$ cat src/rtl/tbl_port_arbiter_if.sv
// Bundle of the two table-client ports and the single-port table memory port
// seen by tbl_port_arbiter. The slave modport is the arbiter's view.
interface tbl_port_arbiter_if #(
    parameter int DW = 128,
    parameter int AW = 2
);
    logic          c0_rd_req;
    logic [AW-1:0] c0_rd_addr;
    logic          c0_rd_ack;
    logic [DW-1:0] c0_rd_data;
    logic          c0_wr_req;
    logic [AW-1:0] c0_wr_addr;
    logic [DW-1:0] c0_wr_data;
    logic          c0_wr_ack;

    logic          c1_rd_req;
    logic [AW-1:0] c1_rd_addr;
    logic          c1_rd_ack;
    logic [DW-1:0] c1_rd_data;
    logic          c1_wr_req;
    logic [AW-1:0] c1_wr_addr;
    logic [DW-1:0] c1_wr_data;
    logic          c1_wr_ack;

    logic          mem_en;
    logic          mem_we;
    logic [AW-1:0] mem_addr;
    logic [DW-1:0] mem_wdata;
    logic [DW-1:0] mem_rdata;
    logic          busy;

    modport slave (
        input  c0_rd_req, c0_rd_addr, c0_wr_req, c0_wr_addr, c0_wr_data,
        input  c1_rd_req, c1_rd_addr, c1_wr_req, c1_wr_addr, c1_wr_data,
        input  mem_rdata,
        output c0_rd_ack, c0_rd_data, c0_wr_ack,
        output c1_rd_ack, c1_rd_data, c1_wr_ack,
        output mem_en, mem_we, mem_addr, mem_wdata, busy
    );

    modport master (
        output c0_rd_req, c0_rd_addr, c0_wr_req, c0_wr_addr, c0_wr_data,
        output c1_rd_req, c1_rd_addr, c1_wr_req, c1_wr_addr, c1_wr_data,
        output mem_rdata,
        input  c0_rd_ack, c0_rd_data, c0_wr_ack,
        input  c1_rd_ack, c1_rd_data, c1_wr_ack,
        input  mem_en, mem_we, mem_addr, mem_wdata, busy
    );
endinterface

$ cat src/rtl/tbl_port_arbiter.sv
// Shares one single-port table memory between two table clients using a
// round-robin over four request lines, one operation in flight at a time.
module tbl_port_arbiter #(
    parameter int C_S_AXI_DATA_WIDTH = 32,
    parameter int TBL_NUM_COLS       = 4,
    parameter int TBL_NUM_ROWS       = 4,
    parameter int RD_LATENCY         = 1
) (
    input  logic              Bus2IP_Clk,
    input  logic              Bus2IP_Reset,
    tbl_port_arbiter_if.slave bus
);
    localparam int DW = C_S_AXI_DATA_WIDTH * TBL_NUM_COLS;
    localparam int AW = (TBL_NUM_ROWS > 2) ? $clog2(TBL_NUM_ROWS) : 1;

    typedef enum logic [2:0] {
        S_IDLE  = 3'd0,
        S_ISSUE = 3'd1,
        S_WAIT  = 3'd2,
        S_ACK   = 3'd3
    } state_t;

    state_t        state_r, state_nxt_s;
    logic [1:0]    rr_ptr_r, rr_ptr_nxt_s;
    logic [1:0]    src_r, src_nxt_s;
    logic [2:0]    lat_cnt_r, lat_cnt_nxt_s;
    logic          mem_en_r, mem_en_nxt_s;
    logic          mem_we_r, mem_we_nxt_s;
    logic [AW-1:0] mem_addr_r, mem_addr_nxt_s;
    logic [DW-1:0] mem_wdata_r, mem_wdata_nxt_s;
    logic          c0_rd_ack_r, c0_rd_ack_nxt_s;
    logic          c1_rd_ack_r, c1_rd_ack_nxt_s;
    logic          c0_wr_ack_r, c0_wr_ack_nxt_s;
    logic          c1_wr_ack_r, c1_wr_ack_nxt_s;
    logic [DW-1:0] c0_rd_data_r, c0_rd_data_nxt_s;
    logic [DW-1:0] c1_rd_data_r, c1_rd_data_nxt_s;
    logic          busy_r, busy_nxt_s;

    logic [3:0]    req_s;
    logic          grant_vld_s;
    logic [1:0]    grant_src_s;
    logic [1:0]    idx_s;
    logic [AW-1:0] sel_addr_s;
    logic [DW-1:0] sel_wdata_s;

    // Rotating-priority search; descending scan so the lowest offset from rr_ptr wins
    always_comb begin
        req_s       = {bus.c1_rd_req, bus.c1_wr_req, bus.c0_rd_req, bus.c0_wr_req};
        grant_vld_s = 1'b0;
        grant_src_s = rr_ptr_r;
        idx_s       = rr_ptr_r;
        for (int i = 3; i >= 0; i--) begin
            idx_s       = rr_ptr_r + 2'(i);
            grant_src_s = req_s[idx_s] ? idx_s : grant_src_s;
            grant_vld_s = grant_vld_s | req_s[idx_s];
        end
    end

    // Address/data of the candidate winner, sampled only at grant
    always_comb begin
        sel_addr_s  = mem_addr_r;
        sel_wdata_s = mem_wdata_r;
        case (grant_src_s)
            2'd0: begin
                sel_addr_s  = bus.c0_wr_addr;
                sel_wdata_s = bus.c0_wr_data;
            end
            2'd1:    sel_addr_s = bus.c0_rd_addr;
            2'd2: begin
                sel_addr_s  = bus.c1_wr_addr;
                sel_wdata_s = bus.c1_wr_data;
            end
            2'd3:    sel_addr_s = bus.c1_rd_addr;
            default: sel_addr_s = mem_addr_r;
        endcase
    end

    // Next-state and next-output logic; outputs are registered alongside state
    always_comb begin
        state_nxt_s      = state_r;
        rr_ptr_nxt_s     = rr_ptr_r;
        src_nxt_s        = src_r;
        lat_cnt_nxt_s    = lat_cnt_r;
        mem_en_nxt_s     = 1'b0;
        mem_we_nxt_s     = mem_we_r;
        mem_addr_nxt_s   = mem_addr_r;
        mem_wdata_nxt_s  = mem_wdata_r;
        c0_rd_ack_nxt_s  = 1'b0;
        c1_rd_ack_nxt_s  = 1'b0;
        c0_wr_ack_nxt_s  = 1'b0;
        c1_wr_ack_nxt_s  = 1'b0;
        c0_rd_data_nxt_s = c0_rd_data_r;
        c1_rd_data_nxt_s = c1_rd_data_r;
        case (state_r)
            S_IDLE: begin
                if (grant_vld_s) begin
                    src_nxt_s      = grant_src_s;
                    rr_ptr_nxt_s   = grant_src_s + 2'd1;
                    mem_en_nxt_s   = 1'b1;
                    mem_we_nxt_s   = ~grant_src_s[0];
                    mem_addr_nxt_s = sel_addr_s;
                    // Write data bus keeps its last write value across reads
                    mem_wdata_nxt_s = grant_src_s[0] ? mem_wdata_r : sel_wdata_s;
                    state_nxt_s    = S_ISSUE;
                end else begin
                    state_nxt_s = S_IDLE;
                end
            end
            S_ISSUE: begin
                if (!src_r[0]) begin
                    c0_wr_ack_nxt_s = (src_r == 2'd0);
                    c1_wr_ack_nxt_s = (src_r == 2'd2);
                    state_nxt_s     = S_ACK;
                end else begin
                    lat_cnt_nxt_s = 3'd1;
                    state_nxt_s   = S_WAIT;
                end
            end
            S_WAIT: begin
                if (lat_cnt_r == 3'(RD_LATENCY)) begin
                    if (src_r[1]) begin
                        c1_rd_data_nxt_s = bus.mem_rdata;
                        c1_rd_ack_nxt_s  = 1'b1;
                    end else begin
                        c0_rd_data_nxt_s = bus.mem_rdata;
                        c0_rd_ack_nxt_s  = 1'b1;
                    end
                    state_nxt_s = S_ACK;
                end else begin
                    lat_cnt_nxt_s = lat_cnt_r + 3'd1;
                end
            end
            S_ACK:   state_nxt_s = S_IDLE;
            default: state_nxt_s = S_IDLE;
        endcase
        busy_nxt_s = (state_nxt_s != S_IDLE);
    end

    // State and output registers with synchronous reset
    always_ff @(posedge Bus2IP_Clk) begin
        if (Bus2IP_Reset) begin
            state_r      <= S_IDLE;
            rr_ptr_r     <= 2'd0;
            src_r        <= 2'd0;
            lat_cnt_r    <= 3'd0;
            mem_en_r     <= 1'b0;
            mem_we_r     <= 1'b0;
            mem_addr_r   <= '0;
            mem_wdata_r  <= '0;
            c0_rd_ack_r  <= 1'b0;
            c1_rd_ack_r  <= 1'b0;
            c0_wr_ack_r  <= 1'b0;
            c1_wr_ack_r  <= 1'b0;
            c0_rd_data_r <= '0;
            c1_rd_data_r <= '0;
            busy_r       <= 1'b0;
        end else begin
            state_r      <= state_nxt_s;
            rr_ptr_r     <= rr_ptr_nxt_s;
            src_r        <= src_nxt_s;
            lat_cnt_r    <= lat_cnt_nxt_s;
            mem_en_r     <= mem_en_nxt_s;
            mem_we_r     <= mem_we_nxt_s;
            mem_addr_r   <= mem_addr_nxt_s;
            mem_wdata_r  <= mem_wdata_nxt_s;
            c0_rd_ack_r  <= c0_rd_ack_nxt_s;
            c1_rd_ack_r  <= c1_rd_ack_nxt_s;
            c0_wr_ack_r  <= c0_wr_ack_nxt_s;
            c1_wr_ack_r  <= c1_wr_ack_nxt_s;
            c0_rd_data_r <= c0_rd_data_nxt_s;
            c1_rd_data_r <= c1_rd_data_nxt_s;
            busy_r       <= busy_nxt_s;
        end
    end

    assign bus.mem_en     = mem_en_r;
    assign bus.mem_we     = mem_we_r;
    assign bus.mem_addr   = mem_addr_r;
    assign bus.mem_wdata  = mem_wdata_r;
    assign bus.c0_rd_ack  = c0_rd_ack_r;
    assign bus.c1_rd_ack  = c1_rd_ack_r;
    assign bus.c0_wr_ack  = c0_wr_ack_r;
    assign bus.c1_wr_ack  = c1_wr_ack_r;
    assign bus.c0_rd_data = c0_rd_data_r;
    assign bus.c1_rd_data = c1_rd_data_r;
    assign bus.busy       = busy_r;
endmodule

$ cat src/flat_wrapper.sv
// flat-port wrapper written by rule: the top's interface ports become plain ports
module tbl_port_arbiter_flat 
#(
    parameter int C_S_AXI_DATA_WIDTH = 32,
    parameter int TBL_NUM_COLS       = 4,
    parameter int TBL_NUM_ROWS       = 4,
    parameter int RD_LATENCY         = 1
)
  (Bus2IP_Clk, Bus2IP_Reset, bus_c0_rd_req, bus_c0_rd_addr, bus_c0_wr_req, bus_c0_wr_addr, bus_c0_wr_data, bus_c1_rd_req, bus_c1_rd_addr, bus_c1_wr_req, bus_c1_wr_addr, bus_c1_wr_data, bus_mem_rdata, bus_c0_rd_ack, bus_c0_rd_data, bus_c0_wr_ack, bus_c1_rd_ack, bus_c1_rd_data, bus_c1_wr_ack, bus_mem_en, bus_mem_we, bus_mem_addr, bus_mem_wdata, bus_busy);
  tbl_port_arbiter_if #(.DW(((32) * (4))), .AW((2))) bus_i ();
  input  logic Bus2IP_Clk;
  input  logic Bus2IP_Reset;
  input wire logic [$bits(bus_i.c0_rd_req)-1:0] bus_c0_rd_req;
  input wire logic [$bits(bus_i.c0_rd_addr)-1:0] bus_c0_rd_addr;
  input wire logic [$bits(bus_i.c0_wr_req)-1:0] bus_c0_wr_req;
  input wire logic [$bits(bus_i.c0_wr_addr)-1:0] bus_c0_wr_addr;
  input wire logic [$bits(bus_i.c0_wr_data)-1:0] bus_c0_wr_data;
  input wire logic [$bits(bus_i.c1_rd_req)-1:0] bus_c1_rd_req;
  input wire logic [$bits(bus_i.c1_rd_addr)-1:0] bus_c1_rd_addr;
  input wire logic [$bits(bus_i.c1_wr_req)-1:0] bus_c1_wr_req;
  input wire logic [$bits(bus_i.c1_wr_addr)-1:0] bus_c1_wr_addr;
  input wire logic [$bits(bus_i.c1_wr_data)-1:0] bus_c1_wr_data;
  input wire logic [$bits(bus_i.mem_rdata)-1:0] bus_mem_rdata;
  output wire logic [$bits(bus_i.c0_rd_ack)-1:0] bus_c0_rd_ack;
  output wire logic [$bits(bus_i.c0_rd_data)-1:0] bus_c0_rd_data;
  output wire logic [$bits(bus_i.c0_wr_ack)-1:0] bus_c0_wr_ack;
  output wire logic [$bits(bus_i.c1_rd_ack)-1:0] bus_c1_rd_ack;
  output wire logic [$bits(bus_i.c1_rd_data)-1:0] bus_c1_rd_data;
  output wire logic [$bits(bus_i.c1_wr_ack)-1:0] bus_c1_wr_ack;
  output wire logic [$bits(bus_i.mem_en)-1:0] bus_mem_en;
  output wire logic [$bits(bus_i.mem_we)-1:0] bus_mem_we;
  output wire logic [$bits(bus_i.mem_addr)-1:0] bus_mem_addr;
  output wire logic [$bits(bus_i.mem_wdata)-1:0] bus_mem_wdata;
  output wire logic [$bits(bus_i.busy)-1:0] bus_busy;
  assign bus_i.c0_rd_req = bus_c0_rd_req;
  assign bus_i.c0_rd_addr = bus_c0_rd_addr;
  assign bus_i.c0_wr_req = bus_c0_wr_req;
  assign bus_i.c0_wr_addr = bus_c0_wr_addr;
  assign bus_i.c0_wr_data = bus_c0_wr_data;
  assign bus_i.c1_rd_req = bus_c1_rd_req;
  assign bus_i.c1_rd_addr = bus_c1_rd_addr;
  assign bus_i.c1_wr_req = bus_c1_wr_req;
  assign bus_i.c1_wr_addr = bus_c1_wr_addr;
  assign bus_i.c1_wr_data = bus_c1_wr_data;
  assign bus_i.mem_rdata = bus_mem_rdata;
  assign bus_c0_rd_ack = bus_i.c0_rd_ack;
  assign bus_c0_rd_data = bus_i.c0_rd_data;
  assign bus_c0_wr_ack = bus_i.c0_wr_ack;
  assign bus_c1_rd_ack = bus_i.c1_rd_ack;
  assign bus_c1_rd_data = bus_i.c1_rd_data;
  assign bus_c1_wr_ack = bus_i.c1_wr_ack;
  assign bus_mem_en = bus_i.mem_en;
  assign bus_mem_we = bus_i.mem_we;
  assign bus_mem_addr = bus_i.mem_addr;
  assign bus_mem_wdata = bus_i.mem_wdata;
  assign bus_busy = bus_i.busy;
  tbl_port_arbiter #(.C_S_AXI_DATA_WIDTH(C_S_AXI_DATA_WIDTH), .TBL_NUM_COLS(TBL_NUM_COLS), .TBL_NUM_ROWS(TBL_NUM_ROWS), .RD_LATENCY(RD_LATENCY)) u_core (.Bus2IP_Clk(Bus2IP_Clk), .Bus2IP_Reset(Bus2IP_Reset), .bus(bus_i));
endmodule
$ cat config.mk
export PLATFORM = sky130hd
export DESIGN_NAME = tbl_port_arbiter_flat
export DESIGN_NICKNAME = d
export VERILOG_FILES = /design/src/rtl/tbl_port_arbiter_if.sv /design/src/rtl/tbl_port_arbiter.sv /design/src/flat_wrapper.sv
export SDC_FILE = /design/constraint.sdc
export NUM_CORES = 1
export LEC_CHECK = 0
export CORE_AREA = 2 2 309 311
export DETAILED_ROUTE_END_ITERATION = 7
export DIE_AREA = 0 0 311 313
export SLEW_MARGIN = 0
export SYNTH_ARGS = -nofsm -noshare
export SYNTH_HDL_FRONTEND = slang
export SYNTH_SLANG_ARGS = --single-unit
$ cat constraint.sdc
create_clock -name Bus2IP_Clk -period 6.1 [get_ports Bus2IP_Clk]
set_input_delay 1.22 -clock Bus2IP_Clk [delete_from_list [all_inputs] [get_ports Bus2IP_Clk]]
set_output_delay 1.22 -clock Bus2IP_Clk [all_outputs]
set_load 0.02 [all_outputs]
Word-level counts from Yosys, hierarchy flattened
Index checks and enable logic that the tools add are counted.
{ "totals": {"ff_bits": 403, "mem_bits_ro": 0, "output_inout_bits": 393, "input_bits": 398, "latch_bits": 0, "ramBits": 0, "elab_cells": 80, "n_memories": 0} }
{ "op_classes": {"bitwise_logic": 9, "shift": 0, "muxes": 24, "n_addsub": 5, "mul": 0, "order_cmp": 4, "n_reduce_logical": 14, "div_mod_pow": 0, "eq_ne": 9} }
{ "ops": {"columns": ["operator", "count"], "rows": [
  ["$pmux W128 S2", 1],
  ["$lt A2 B3 Y1 const B", 4],
  ["$mux W1", 9],
  ["$mux W3", 3],
  ["$pmux W3 S3", 1],
  ["$reduce_and A3 Y1", 3],
  ["$bmux W1 S2", 4],
  ["$mux W2", 4],
  ["$pmux W2 S4", 1],
  ["$eq A2 B2 Y1 const B", 3],
  ["$eq A3 B1 Y1 const B", 2],
  ["$not A1 Y1", 6],
  ["$pmux W3 S2", 1],
  ["$reduce_or A3 Y1", 2],
  ["$add A2 B1 Y2 const B", 2],
  ["$add A2 B2 Y2 const B", 2],
  ["$logic_not A2 Y1", 2],
  ["$reduce_and A4 Y1", 1],
  ["$reduce_bool A2 Y1", 2],
  ["$add A3 B1 Y3 const B", 1],
  ["$eq A3 B2 Y1 const B", 1],
  ["$logic_not A3 Y1", 1],
  ["$or A1 B1 Y1", 3],
  ["$reduce_bool A3 Y1", 1],
  ["other kinds (5)", 5]
]} }

Logic depth before layout (Yosys ltp)
Gate-level depths: netlist (run 1).
{ "logic_depth": {"word_depth": 10, "mapped_depth": 9, "mapped_depth_nobuf": 9} }

Worst setup path after synthesis (run 1)
OpenSTA, ideal clock, no wires.
{ "synth_path": {"path_kind": "input to register", "startpoint": "input port bus_c1_rd_req", "endpoint": "register u_core.mem_wdata_r[0], in the netlist u_core.bus.mem_wdata[0]", "path_slack_ns": 2.926, "path_stages": 7, "arrival_ns": 3.058, "path_buffers": 3, "setup_ns": 0.115, "required_ns": 5.985, "path_cell_list": "o311ai_2 ha_1 clkbuf_1 clkbuf_1 clkbuf_1 mux2i_1 o2bb2ai_2"} }
{ "synth_via": {"elab_chain_len": 9, "word_cells_on_any_way": 21, "classes_between": "eq/ne: 1; mux: 13; bitwise: 4; reduce/logical: 3"} }
{ "synth_rtl": {"columns": ["element", "line_no", "rtl"], "rows": [
  ["start, declared", "flat_wrapper.sv:18", "input wire logic [$bits(bus_i.c1_rd_req)-1:0] bus_c1_rd_req;"],
  ["$bmux W1 S2", "tbl_port_arbiter.sv:54, tbl_port_arbiter.sv:55", null],
  ["$mux W1 (not written as such)", "tbl_port_arbiter.sv:54, tbl_port_arbiter.sv:55", null],
  ["$mux W2 (4 in series)", "tbl_port_arbiter.sv:54", "grant_src_s = req_s[idx_s] ? idx_s : grant_src_s;"],
  ["$eq A2 B2 Y1 / $logic_not A2 Y1 (equally long branches)", "tbl_port_arbiter.sv:63", "case (grant_src_s)"],
  ["$reduce_bool A2 Y1 (no line)", null, null],
  ["$reduce_and A4 Y1 (no line)", null, null],
  ["end signal, assigned", "tbl_port_arbiter.sv:165", "mem_wdata_r <= mem_wdata_nxt_s;"],
  ["end, declared", "tbl_port_arbiter.sv:30", "logic [DW-1:0] mem_wdata_r, mem_wdata_nxt_s;"]
]} }
Parallel ways exist; a longest one is shown, timed or not. The select of a mux whose other input is x is not followed.
A chain may end at the register's enable or synchronous reset.

Worst setup path after layout (run 1)
{ "layout_path": {"startpoint": "input port bus_c0_wr_req", "endpoint": "register u_core.mem_wdata_r[110], in the netlist u_core.bus.mem_wdata[110]"} }
{ "layout_via": {"elab_chain_len": 9, "word_cells_on_any_way": 21, "classes_between": "eq/ne: 1; mux: 13; bitwise: 4; reduce/logical: 3"} }
{ "layout_rtl": {"columns": ["element", "line_no", "rtl"], "rows": [
  ["start, declared", "flat_wrapper.sv:15", "input wire logic [$bits(bus_i.c0_wr_req)-1:0] bus_c0_wr_req;"],
  ["$bmux W1 S2", "tbl_port_arbiter.sv:54, tbl_port_arbiter.sv:55", null],
  ["$mux W1 (not written as such)", "tbl_port_arbiter.sv:54, tbl_port_arbiter.sv:55", null],
  ["$mux W2 (4 in series)", "tbl_port_arbiter.sv:54", null],
  ["$eq A2 B2 Y1 / $logic_not A2 Y1 (equally long branches)", "tbl_port_arbiter.sv:63", null],
  ["$reduce_bool A2 Y1 (no line)", null, null],
  ["$reduce_and A4 Y1 (no line)", null, null]
]} }
Parallel ways exist; a longest one is shown, timed or not. The select of a mux whose other input is x is not followed.

==> out/results.txt, run 1 <==
run status -> completed
met3 routed WL -> 8210 um
Mapped Nets -> 2052
library cell used as clock root buffer -> clkbuf_16
synth unique cells -> 41
post-detail-place hpwl -> 56500 um
Lkg Pwr -> 8.58 nW
Post-Place Worst Slack -> 1.72 ns
number of buffers created by CTS -> 47
overall die width -> 311 um
post-synth top area cell -> dfxtp_1
slew margin rel. -> 0.250
maximum number of pins on one net before global-route repair -> 188
PD cells -> 255 nW/um2
count of clock tree sinks -> 402
Achievable Freq -> 261 MHz
First DRT Iteration DRCs -> 694
total length of routed met2 wires -> 35900 um
peak fanout along the critical path -> 81
CP cell instances -> clkdlybuf4s50_1 > nor3b_1 > o311ai_2 > ha_4 > buf_12 > mux2i_1 > o2bb2ai_2
number of top-level pins -> 791
Remaining Overflow, GRT -> 0
Max Cap Viol -> 0
RSZ-0062 raised after global routing -> no
CTS tree -> yes
final weighted congestion in routability-driven placement -> 0.878
post-layout min period -> 3.83 ns
number of port buffers -> 790
flop and latch count out of synthesis -> 402
maximum level of the CTS H-tree -> 2
setup TNS after final layout -> 0 ns
Max Slew Vio Count -> 0
vias per std cell -> 3.96
Final Non-Filler Cells -> 3672
total of hold buffers inserted after clock tree synthesis -> 0
initial cell density of the core -> 0.166
share of cells above drive strength 1 -> 0.0916
Clock transition at path regs -> 0.06 ns
endpoint required time on the critical path -> 6.55 ns
met1 wire length -> 28700 um
Global Route Usage Sum -> 0.146
Worst Min Path Start -> u_core.bus.c0_rd_data[109]
most used standard cell by instance count after synthesis -> nand2_1
detailed-route wire length -> 74600 um
critical path class -> in2reg
Clock Tree Buf Depth -> 3
number of placed instances with taps included -> 3586
startpoint kind of the worst setup timing path -> input pin
antenna-violating nets left -> 0
slew at the pin closest to its max-slew limit -> 1.12 ns
start point of the critical path -> bus_c0_wr_req
Synth-to-Final Area Change -> 68.3%
first-pass GRT wire length -> 104000 um
share of synthesized area occupied by flip-flops and latches -> 0.516
Clock Skew -> 0.0215 ns
clock latency on the worst-skew pair -> 0.60 ns
Min-Delay Path Class -> reg2reg
Net count, final -> 2774
topmost layer with routed signal wires -> met5
post-synthesis cell count -> 1648
chip height -> 313 um
setup violators final -> 0
critical path's largest stage delay -> 0.78 ns
CP Capture Type -> flop
biggest area contributors in the synthesized netlist -> dfxtp_1, nand2_1, o2bb2ai_2, a21oi_1, mux2i_1
number of remaining DRC errors -> 0
average instance area after synthesis -> 9.47 um2
number of detailed-route iterations in the first pass -> 5
final count of hold timing violations -> 0
WP data arrival -> 4.28 ns
Worst path slowest cell -> o311ai_2
fraction of registers with async set or reset after synthesis -> 0
via count of the first global-routing pass -> 14300
antenna violations before repair -> 20
area share of the leading cell type in the synthesized netlist -> 0.516
worst-case setup margin in the final layout -> 2.27 ns
vias -> 14500
wire per inst -> 20.3 um
IR Drop Worst-Case VDD -> 0.186 mV
most instantiated cells after synthesis -> nand2_1, dfxtp_1, a21oi_1
Filler Cell Count -> 10000
synthesized area -> 15600 um2
core area -> 94200 um2
synthesis warning total -> 0
Gates resized, CTS repair -> 0
die outline area -> 97300 um2
reg-to-reg critical path startpoint -> u_core.rr_ptr_r[0]
num rows -> 113
final clock period utilization by the worst path -> 0.627
EDFF count, synth -> 0
dominant register cell in the synthesized netlist -> dfxtp_1
buffers inserted by post-CTS timing repair -> 0
==> stage by stage <==
step / util / hold WS, ns / cell area, um2 / power, mW
6_report: 0.279 / 0.450 / 26300 / 6.69
5_1_grt: 0.279 / 0.466 / 26300 / 6.94
4_1_cts: 0.279 / 0.453 / 26300 / 6.80
3_5_place_dp: 0.262 / 0.446 / 24700 / 3.87
3_3_place_gp: 0.262 / 0.441 / 24700 / 3.87
2_1_floorplan: - / 0.460 / 15600 / 3.29
==> layer usage <==
metal,vias to the layer above,track usage
li1,7068,-
met1,6786,0.163
met2,558,0.244
met3,100,0.0739
met4,22,0.0408
met5,-,0
==> sequential cells by signal, indices dropped and copies added, names as in the netlist <==
signal and cells:
u_core.state_r 3, u_core.bus.c1_rd_data 128, u_core.rr_ptr_r 2, u_core.bus.c0_wr_ack 1, u_core.bus.busy 1, u_core.bus.mem_en 1
u_core.bus.c0_rd_data 128, u_core.bus.c1_rd_ack 1, u_core.bus.mem_addr 2, u_core.lat_cnt_r 3, u_core.bus.c0_rd_ack 1, u_core.bus.c1_wr_ack 1
u_core.bus.mem_wdata 128, u_core.src_r 2
==> placed cells by master (no fill, tap or decap), types with 2 or more instances in the layout <==
cell type,n
o21ai_0,10
buf_4,11
clkbuf_1,9
o2bb2ai_1,8
ha_1,5
dfxtp_1,402
or3_1,4
nor3_2,3
o2bb2ai_2,120
a21oi_1,263
buf_12,5
nor2_1,3
diode_2,4
nand2b_1,3
inv_1,7
clkbuf_16,48
nand2_1,524
clkbuf_8,8
a222oi_1,2
inv_6,2
or3_4,2
and3_1,2
nor3_1,3
nor4_1,2
o22a_1,2
clkdlybuf4s50_1,789
nor2b_1,3
bufinv_16,4
mux2i_1,128
clkinv_2,9
==> cells by family after synthesis <==
| family | synth area share |
|---|---|
| AND/OR/NAND/NOR | 0.140 |
| AO/OA/AOI/OAI | 0.214 |
| flip-flops | 0.516 |
| buffers and inverters | 0.0426 |
| multiplexers | 0.0821 |
| adder cells (fa/ha/maj) | 0.00481 |
| other | 0.000240 |
| XOR/XNOR | 0.000561 |
==> power breakdown <==
| group | total [mW] | leakage, nW | switching (mW) | internal [mW] |
|---|---|---|---|---|
| clock | 2.88 | 0.768 | 1.18 | 1.71 |
| sequential | 2.78 | 3.25 | 0.0758 | 2.71 |
| combinational | 1.02 | 4.56 | 0.494 | 0.524 |
| total | 6.69 | 8.58 | 1.75 | 4.94 |
==> worst max-delay path, delay by kind of cell <==
kind / cells / cell delay [ns]
adders and majority gates: 1 / 0.62
AOI/OAI and AO/OA: 2 / 0.85
and+or+nand+nor: 1 / 0.08
buffers and inverters: 2 / 0.99
muxes: 1 / 0.31
==> area by class of cell <==
cell class	instances	area, um2	area share
Inverter	7	26.3	0.00100
Tap cell	1265	1580	0.0603
Clock buffer	65	1350	0.0512
Timing Repair Buffer	806	8100	0.308
Sequential cell	402	8050	0.306
Antenna cell	4	10.0	0.000381
Clock inverter	17	206	0.00786
Multi-Input combinational cell	1106	6950	0.265
==> path summary, 6_finish.rpt <==
check | endpoint | slack, ns | cells after the start
max | u_core.bus.mem_wdata[110] | 2.27 | 7
min | u_core.bus.c0_rd_data[109] | 0.45 | 2
max reg2reg | u_core.bus.mem_wdata[110] | 2.98 | 6
min reg2reg | u_core.bus.c0_rd_data[109] | 0.45 | 2
(Power assumes the default switching activity.)
==> run 2, diff against run 1 <==
--- a/config.mk
+++ b/config.mk
@@ -5,9 +5,9 @@
 export SDC_FILE = /design/constraint.sdc
 export NUM_CORES = 1
 export LEC_CHECK = 0
-export CORE_AREA = 2 2 309 311
+export CORE_AREA = 2 2 311 313
 export DETAILED_ROUTE_END_ITERATION = 7
-export DIE_AREA = 0 0 311 313
+export DIE_AREA = 0 0 313 315
 export SLEW_MARGIN = 0
 export SYNTH_ARGS = -nofsm -noshare
 export SYNTH_HDL_FRONTEND = slang
==> constraint.sdc (replaced) <==
create_clock -name Bus2IP_Clk -period 3.8 [get_ports Bus2IP_Clk]
set_input_delay 0.76 -clock Bus2IP_Clk [delete_from_list [all_inputs] [get_ports Bus2IP_Clk]]
set_output_delay 0.76 -clock Bus2IP_Clk [all_outputs]
set_load 0.02 [all_outputs]
==> run 2 against run 1 <==
Against the previous run: setup slack got worse by 1.1 ns; global-route usage decreased by 0.17 points; clock skew decreased by 0.0068 ns; final cell count increased by 1.1%; critical endpoint is now bus_mem_wdata[127]; largest power group unchanged; clock power increased by 61%.
==> out/results.txt, run 2 (synthesized netlist as in run 1, its figures left out) <==
run status -> completed
Power Total -> 10.8 mW (+62%)
fin area -> 26700 um2 (+1.5%)
top library cells by usage in the layout, fill and taps aside -> clkdlybuf4s50_1, nand2_1, dfxtp_1
fraction of power spent switching nets -> 0.264 (+0.00244)
WP data arrival -> 1.85 ns (-2.43 ns)
post-detail-place hpwl -> 58100 um (+2.9%)
initial cell density of the core -> 0.163 (-0.00268)
die outline area -> 98600 um2 (+1.3%)
Net count, final -> 2802 (+1.0%)
Min-Delay Path Class -> reg2reg
IR Drop Worst-Case VDD -> 0.312 mV (+67%)
net switching power -> 2.86 mW (+63%)
Clock Tree Buf Depth -> 3 (unchanged)
total of hold buffers inserted after clock tree synthesis -> 0 (unchanged)
slew at the pin closest to its max-slew limit -> 0.839 ns (-0.285 ns)
Worst Reg-to-Reg Cells -> 5 (-1)
RSZ-0062 raised after global routing -> no
peak fanout along the critical path -> 2 (-98%)
CTS tree -> yes
Worst Min Path Start -> u_core.bus.c1_rd_data[107]
first-pass GRT wire length -> 104000 um (about the same)
count of clock tree sinks -> 402 (unchanged)
number of placed instances with taps included -> 3625 (+1.1%)
Clock transition at path regs -> 0.06 ns (about the same)
number of remaining DRC errors -> 0 (unchanged)
post-layout min period -> 2.61 ns
num rows -> 114 (+0.88%)
overall die width -> 313 um (+0.64%)
kind of cell adding the most delay to the critical path -> buffers and inverters
Achievable Freq -> 383 MHz
Max Slew Vio Count -> 0 (unchanged)
depth of the critical timing path with buffers and inverters included -> 1 (-6)
number of detailed-route iterations in the first pass -> 5 (unchanged)
worst-case setup margin in the final layout -> 1.19 ns (-1.08 ns)
CP cell instances -> clkdlybuf4s50_1
final count of hold timing violations -> 0 (unchanged)
chip height -> 315 um (+0.64%)
slew margin rel. -> 0.441 (+0.190)
Lkg Pwr -> 8.79 nW (+2.4%)
maximum number of pins on one net before global-route repair -> 103 (-45%)
PD cells -> 406 nW/um2 (+60%)
library cell used as clock root buffer -> clkbuf_16
antenna violations before repair -> 18 (-10%)
Max Cap Viol -> 0 (unchanged)
Buffers & Inverters on Critical Path -> 1 (-1)
Worst path slowest cell -> clkdlybuf4s50_1
endpoint required time on the critical path -> 3.04 ns (-3.51 ns)
Gates resized, CTS repair -> 0 (unchanged)
detailed-route wire length -> 75200 um (+0.80%)
number of buffers created by CTS -> 47 (unchanged)
setup TNS after final layout -> 0 ns (unchanged)
maximum level of the CTS H-tree -> 2 (unchanged)
Clock Skew -> 0.0147 ns (-0.00675 ns)
buffers inserted by post-CTS timing repair -> 0 (unchanged)
final clock period utilization by the worst path -> 0.687
Global Route Usage Sum -> 0.144 (-0.00168)
relative contribution of sequential cells to total power -> 0.413 (-0.003)
Post-Place Worst Slack -> 0.630 ns (-1.09 ns)
final weighted congestion in routability-driven placement -> 0.857 (-2.4%)
reg-to-reg critical path startpoint -> u_core.state_r[0]
number of port buffers -> 790 (unchanged)
core area -> 95700 um2 (+1.6%)
share of cells above drive strength 1 -> 0.102 (+0.0107)
hold path depth -> 2 (unchanged)
CP Capture Type -> output port
via count of the first global-routing pass -> 14700 (+3.4%)
Final Non-Filler Cells -> 3711 (+1.1%)
setup violators final -> 0 (unchanged)
number of top-level pins -> 791 (unchanged)
vias -> 14700 (+1.1%)
First DRT Iteration DRCs -> 697 (+0.43%)
Synth-to-Final Area Change -> 70.8%
vias per std cell -> 3.96 (about the same)
cell internal pwr -> 7.97 mW (+61%)
hold path endpoint -> u_core.bus.c1_rd_data[107]
Combinational Power Share -> 0.159 (+0.007)
portion of total power attributed to the clock network -> 0.428 (-0.003)
setup slack, reg-to-reg -> 1.31 ns (-1.67 ns)
antenna-violating nets left -> 0 (unchanged)
clock latency on the worst-skew pair -> 0.60 ns (about the same)
most common cell after layout, fill and taps aside -> clkdlybuf4s50_1
critical path class -> reg2out
total cell area at the placement stage -> 25100 um2 (+1.6%)
Remaining Overflow, GRT -> 0 (unchanged)
startpoint kind of the worst setup timing path -> flop
worst reg2reg path endpoint -> u_core.bus.c0_rd_data[88]
wire per inst -> 20.3 um (-0.26%)
critical path's largest stage delay -> 0.90 ns (+0.12 ns)
## run 2: changes by cell type in the layout (fill, tap and decap cells not counted), sizes merged
cell | previous run | this run
clkinvlp | 1 | 0
buf | 17 | 45
clkbuf | 65 | 70
diode | 4 | 1
clkinv | 10 | 11
bufinv | 4 | 3
inv | 9 | 8
## run 2: power by group through the flow
stage                     Sequential [mW]  Clock (mW)  Combinational (mW)
after floorplan                      4.68           0               0.604
after global placement               4.57           0                1.72
after detailed placement             4.56           0                1.73
after CTS                            4.47        4.78                1.73
after global routing                 4.48        4.92                1.80
final                                4.47        4.64                1.72
## run 2: final cells by class
type	instances	area [um2]
fillers	10000	69000
repair buffers	834	8470
flip-flops and latches	402	8050
multi-input cells	1106	6950
well taps	1276	1600
clock buffers	70	1390
clock inverters	15	173
inverters	7	26.3
diodes	1	2.50
## run 2: per-layer routing
layer  vias up  routed length (um)  track usage
li1       7138                   -            -
met1      6796               30700        0.171
met2       609               34000        0.232
met3       131                7370       0.0567
met4        18                3020       0.0599
met5         -                 103            0
## run 2: how the worst max path moves through the flow
stage                                    from                       end  slack (ns)
floorplan                       bus_c1_rd_req   u_core.bus.mem_wdata[0]        1.09
global placement                bus_c1_rd_req  u_core.bus.mem_wdata[89]        0.63
detailed placement              bus_c1_rd_req  u_core.bus.mem_wdata[84]        0.63
CTS                 u_core.bus.mem_wdata[127]        bus_mem_wdata[127]        1.04
global route                    bus_c1_rd_req  u_core.bus.mem_wdata[39]        1.06
finish              u_core.bus.mem_wdata[127]        bus_mem_wdata[127]        1.19
## run 2: per-stage QoR
stage	hold slack, ns	util
floorplan	0.460	-
global placement	0.440	0.262
detailed placement	0.445	0.262
CTS	0.453	0.279
global route	0.469	0.279
finish	0.452	0.279
